[src/rtl/seq_pkg.sv]
// Shared definitions for the serial pattern transmitter and its detector peers:
// one-hot FSM encoding and the two 4-bit reference patterns.
package seq_pkg;

    typedef enum logic [3:0] {
        ST_IDLE  = 4'b0001,
        ST_SHIFT = 4'b0010,
        ST_GAP   = 4'b0100,
        ST_DONE  = 4'b1000
    } state_t;

    localparam logic [3:0] PAT_A = 4'b1101;
    localparam logic [3:0] PAT_B = 4'b0110;

    function automatic logic pat_match(input logic [3:0] hist);
        return (hist == PAT_A) || (hist == PAT_B);
    endfunction

endpackage

[src/rtl/seq_gen_hist.sv]
// Expected-detector model: 4-bit history of emitted bits with PAT_A/PAT_B match.
// Only built when SEQ_GEN_EXPECT_EN is defined.
`ifdef SEQ_GEN_EXPECT_EN
module seq_gen_hist
    import seq_pkg::*;
(
    input  logic clk,
    input  logic rst,
    input  logic clear,
    input  logic sbit_valid,
    input  logic sbit,
    output logic flag
);

    logic [3:0] hist;
    logic [3:0] hist_nx;
    logic [1:0] fill;

    assign hist_nx = {hist[2:0], sbit};

    // fill tracks real bits held so a cleared (zero) history cannot fake a 0110
    always_ff @(posedge clk) begin
        if (rst || clear) begin
            hist <= '0;
            fill <= '0;
            flag <= 1'b0;
        end else if (sbit_valid) begin
            hist <= hist_nx;
            if (fill != 2'd3) begin
                fill <= fill + 2'd1;
            end
            flag <= (fill == 2'd3) && pat_match(hist_nx);
        end else begin
            flag <= 1'b0;
        end
    end

endmodule
`endif

[src/rtl/seq_gen.sv]
// Serial pattern transmitter: loads a word over valid/ready and shifts it out MSB-first,
// repeating with optional idle gaps. SEQ_GEN_EXPECT_EN adds the expect_flag output.
module seq_gen
    import seq_pkg::*;
#(
    parameter int unsigned WIDTH    = 16,
    parameter int unsigned LEN_W    = 5,
    parameter int unsigned REP_W    = 4,
    parameter int unsigned GAP      = 0,
    parameter logic        IDLE_BIT = 1'b0
) (
    input  logic             clk,
    input  logic             rst,
    input  logic             in_valid,
    output logic             in_ready,
    input  logic [WIDTH-1:0] in_data,
    input  logic [LEN_W-1:0] in_len,
    input  logic [REP_W-1:0] in_rep,
    input  logic             abort,
    output logic             dout,
    output logic             dout_valid,
    output logic             busy,
    output logic             done
`ifdef SEQ_GEN_EXPECT_EN
    ,
    output logic             expect_flag
`endif
);

    localparam int unsigned GAP_W = (GAP > 1) ? $clog2(GAP) : 1;

    state_t           state, state_nx;
    logic [WIDTH-1:0] shreg, shreg_nx;
    logic [WIDTH-1:0] word, word_nx;
    logic [LEN_W-1:0] len_q, len_nx;
    logic [LEN_W-1:0] cnt, cnt_nx;
    logic [LEN_W-1:0] eff_len;
    logic [REP_W-1:0] rep_q, rep_nx;
    logic [GAP_W-1:0] gap_cnt, gap_nx;
    logic             dout_nx, dout_valid_nx, done_nx;

    assign eff_len  = ((in_len == '0) || (in_len > LEN_W'(WIDTH))) ? LEN_W'(WIDTH) : in_len;
    assign in_ready = (state == ST_IDLE) && !abort;
    assign busy     = (state != ST_IDLE);

    always_ff @(posedge clk) begin
        if (rst) begin
            state      <= ST_IDLE;
            shreg      <= '0;
            word       <= '0;
            len_q      <= '0;
            cnt        <= '0;
            rep_q      <= '0;
            gap_cnt    <= '0;
            dout       <= IDLE_BIT;
            dout_valid <= 1'b0;
            done       <= 1'b0;
        end else begin
            state      <= state_nx;
            shreg      <= shreg_nx;
            word       <= word_nx;
            len_q      <= len_nx;
            cnt        <= cnt_nx;
            rep_q      <= rep_nx;
            gap_cnt    <= gap_nx;
            dout       <= dout_nx;
            dout_valid <= dout_valid_nx;
            done       <= done_nx;
        end
    end

    // shreg[MSB] is the bit on dout while in SHIFT; word holds the MSB-aligned copy for reloads
    always_comb begin
        state_nx = state;
        shreg_nx = shreg;
        word_nx  = word;
        len_nx   = len_q;
        cnt_nx   = cnt;
        rep_nx   = rep_q;
        gap_nx   = gap_cnt;

        unique case (state)
            ST_IDLE: begin
                if (in_valid && !abort) begin
                    shreg_nx = in_data << (LEN_W'(WIDTH) - eff_len);
                    word_nx  = in_data << (LEN_W'(WIDTH) - eff_len);
                    len_nx   = eff_len;
                    rep_nx   = in_rep;
                    cnt_nx   = LEN_W'(1);
                    state_nx = ST_SHIFT;
                end
            end
            ST_SHIFT: begin
                if (cnt == len_q) begin
                    if (rep_q != '0) begin
                        rep_nx = rep_q - REP_W'(1);
                        if (GAP > 0) begin
                            gap_nx   = '0;
                            state_nx = ST_GAP;
                        end else begin
                            shreg_nx = word;
                            cnt_nx   = LEN_W'(1);
                        end
                    end else begin
                        state_nx = ST_DONE;
                    end
                end else begin
                    shreg_nx = shreg << 1;
                    cnt_nx   = cnt + LEN_W'(1);
                end
            end
            ST_GAP: begin
                if (gap_cnt == GAP_W'(GAP - 1)) begin
                    shreg_nx = word;
                    cnt_nx   = LEN_W'(1);
                    state_nx = ST_SHIFT;
                end else begin
                    gap_nx = gap_cnt + GAP_W'(1);
                end
            end
            ST_DONE: begin
                state_nx = ST_IDLE;
            end
            default: begin
                state_nx = ST_IDLE;
            end
        endcase

        if (abort && (state != ST_IDLE)) begin
            state_nx = ST_IDLE;
        end

        dout_valid_nx = (state_nx == ST_SHIFT);
        dout_nx       = dout_valid_nx ? shreg_nx[WIDTH-1] : IDLE_BIT;
        done_nx       = (state_nx == ST_DONE);
    end

`ifdef SEQ_GEN_EXPECT_EN
    logic hist_clear;

    assign hist_clear = (state == ST_IDLE) || abort;

    seq_gen_hist u_hist (
        .clk        (clk),
        .rst        (rst),
        .clear      (hist_clear),
        .sbit_valid (dout_valid),
        .sbit       (dout),
        .flag       (expect_flag)
    );
`endif

endmodule

[config.mk]
export PLATFORM = sky130hd
export DESIGN_NAME = seq_gen
export DESIGN_NICKNAME = d
export VERILOG_FILES = /design/src/rtl/seq_pkg.sv /design/src/rtl/seq_gen_hist.sv /design/src/rtl/seq_gen.sv
export SDC_FILE = /design/constraint.sdc
export NUM_CORES = 1
export LEC_CHECK = 0
export ABC_AREA = 1
export BUFFER_PORTS_ARGS = -buffer_cell sky130_fd_sc_hd__buf_2
export CAP_MARGIN = 25
export CELL_PAD_IN_SITES_DETAIL_PLACEMENT = 1
export CELL_PAD_IN_SITES_GLOBAL_PLACEMENT = 2
export CORE_UTILIZATION = 35
export DETAILED_ROUTE_END_ITERATION = 6
export PLACE_DENSITY = 0.84
export SYNTH_ARGS = -nofsm -noshare
export SYNTH_HDL_FRONTEND = slang
export SYNTH_SLANG_ARGS = --single-unit
[constraint.sdc]
create_clock -name clk -period 7.81 [get_ports clk]
set_clock_uncertainty 0.05 [all_clocks]
set_input_delay 2.343 -clock clk [delete_from_list [all_inputs] [get_ports clk]]
set_output_delay 2.343 -clock clk [all_outputs]
set_load 0.02 [all_outputs]
==> results.py <==
metrics = {
    "status": {
        "status": "finished clean",
    },
    "sta": {
        "setup-violations-final": 0,
        "post-route-period-util": 0.669,
        "max_freq_mhz": 191,
        "finalHoldViolations": 0,
        "whs_ns": 0.419,
        "slew_violations": 0,
        "finalSetupTns_ns": 0,
        "relSlewSlack": 0.402,
        "period_minus_slack_ns": 5.22,
        "rsz0062_at_grt": "false",
        "tightest_slew_ns": 0.896,
    },
    "setup_path": {
        "crit_fanout": 24,
        "rr_worst_depth": 9,
        "worstSetupStartpointType": "primary input",
        "r2r_end": "dout",
        "r2r-start": "state[3]",
        "worst-endpoint-arrival_ns": 5.39,
        "critPathLaunch": "in_len[0]",
        "cp_data_required_time_ns": 7.98,
        "worst-setup-path-type": "primary input to flip-flop",
        "r2r_slack_ns": 5.75,
        "crit_path_end_kind": "flip-flop",
    },
    "logic_synthesis": {
        "synth_top_area_cell": "dfxtp_1",
        "synth_nets": 572,
        "synth-seq-cells": 54,
        "synth_top_area_frac": 0.315,
        "synthCells": 539,
        "yosysSeqAreaShare": 0.315,
        "yosysUniqueCellTypes": 34,
        "yosysWarnings": 0,
        "syn_area_per_cell_um2": 6.36,
        "yosys-top-cells-area": "dfxtp_1, nand2_1, nand3_1",
        "syn_area_um2": 3430,
    },
    "placed_design": {
        "dp_cells": 679,
        "post_dp_cell_area_um2": 3620,
        "gp_congestion": 0.811,
        "dp_hpwl_um": 7240,
        "portBuffers": 33,
    },
    "clocking": {
        "cts_made_buffers": 5,
        "clock-root-buffer": "clkbuf_8",
        "cts.sinks": 54,
        "post_cts_buffers": 0,
        "htree_levels": 2,
        "cts_tree": "done",
        "cts_resized": 0,
        "clockBufferDepth": 2,
        "clk_latency_ns": 0.32,
        "path_clk_slew_ns": 0.10,
        "ctsHoldBuffers": 0,
    },
    "die": {
        "dieArea_um2": 10200,
        "initial_core_util": 0.366,
        "core_um2": 9370,
        "fp.dieH_um": 101,
        "die_x_um": 101,
        "num_rows": 35,
        "pin_count": 34,
    },
    "detailed_routing": {
        "postRouteAntennaNets": 0,
        "drtIter0Drc": 96,
        "vias_per_cell": 4.97,
        "routed_wl_um": 9670,
        "drc": 0,
        "drtPass1Iterations": 4,
        "route.vias.total": 3412,
        "wl_per_cell_um": 14.1,
    },
    "layout": {
        "drive_gt1_frac": 0.140,
        "layout_common_cells": "nand2_1, nand3_1, dfxtp_1",
        "area_growth_syn_to_layout_pct": 8.17,
        "stdcell_area_um2": 3710,
        "num_antenna_cells": 0,
        "stdcell_count": 687,
        "final_common_cell": "nand2_1",
        "fillers": 1289,
        "layout.nets": 590,
    },
    "grt": {
        "antenna_found_initial": 0,
        "grt-ovfl-total": 0,
        "grt_pass1_wl_um": 16800,
        "first_global_vias": 3432,
        "grt_max_degree": 33,
        "track_usage": 0.206,
    },
    "pwr": {
        "powerDensity_nw_per_um2": 249,
        "vdd_drop_max_v": 0.000111,
        "leakagePower_uw": 0.00173,
    },
    "run": {
        "drv_cap": 0,
    },
    "worst_hold_path": {
        "whs_path_depth": 2,
        "min_from": "word[5]",
        "hold_end": "word[5]",
        "hp-class": "flip-flop to flip-flop",
    },
}
## worst max-delay path, stage by stage
cell and delay [ns]:
buf_2 0.15, inv_2 0.06, nand3_1 0.07, ha_1 0.30
inv_2 0.18, nand2_2 0.30, ha_1 0.75, inv_1 0.38
nand3_1 0.27, nor2_1 0.09, nor2_1 0.11, nor2_1 0.05
nand2_1 0.11, nand2_1 0.06, nor2_1 0.10, nor2_1 0.04
## logic make-up after synthesis
kind of cell,share of synthesized area
fa+ha+maj,0.0146
compound gates,0.112
xor+xnor,0.0150
simple gates,0.443
flops,0.315
buf+inv,0.101
## how the worst max path moves through the flow
stage	to	slack, ns
2_1_floorplan	in_ready	2.78
3_3_place_gp	shreg[8]	2.34
3_5_place_dp	shreg[8]	2.30
4_1_cts	shreg[6]	2.62
5_1_grt	dout	2.27
6_report	shreg[8]	2.59
## state kept, by name, indices dropped and copies added (netlist names)
register    count
len_q           5
cnt             5
rep_q           4
gap_cnt         1
state           4
dout_valid      1
dout            1
done            1
word           16
shreg          16
## synthesized netlist by cell type, drive strengths merged
| library cell | n |
|---|---|
| nor3 | 4 |
| ha | 4 |
| clkbuf | 9 |
| nand2 | 161 |
| inv | 56 |
| buf | 13 |
| nor2b | 1 |
| o21ai | 37 |
| xor2 | 1 |
| nor2 | 55 |
| nand4 | 4 |
| nand3b | 1 |
| nand3 | 93 |
| and2 | 5 |
| nor4 | 1 |
| dfxtp | 54 |
| xnor2 | 4 |
| o211ai | 1 |
| a31oi | 1 |
| a21oi | 34 |
## metal layers
layer	vias to the layer above	track usage	wire length, um
li1	1773	-	-
met1	1602	0.272	4860
met2	29	0.362	4560
met3	8	0.0250	180
met4	0	0.0390	68
met5	-	0	0
## layout make-up
cell class	instances	area (um2)	area share
multi-input cells	407	2000	0.540
flip-flops and latches	54	1080	0.291
inverters	56	213	0.0573
repair buffers	33	165	0.0445
well taps	129	161	0.0435
clock buffers	6	72.6	0.0196
clock inverters	2	13.8	0.00371
## per-stage QoR
step	util	setup slack [ns]	total power, uW
floorplan	-	2.78	685
global placement	0.387	2.34	763
detailed placement	0.387	2.30	774
CTS	0.396	2.62	936
global route	0.396	2.27	1000
finish	0.396	2.59	922
## where the power goes
group          switching, uW  internal (uW)
sequential              33.1            330
combinational            272            128
clock                   96.1           63.6
total                    401            521
No activity file was read; power rests on OpenSTA's default activity.
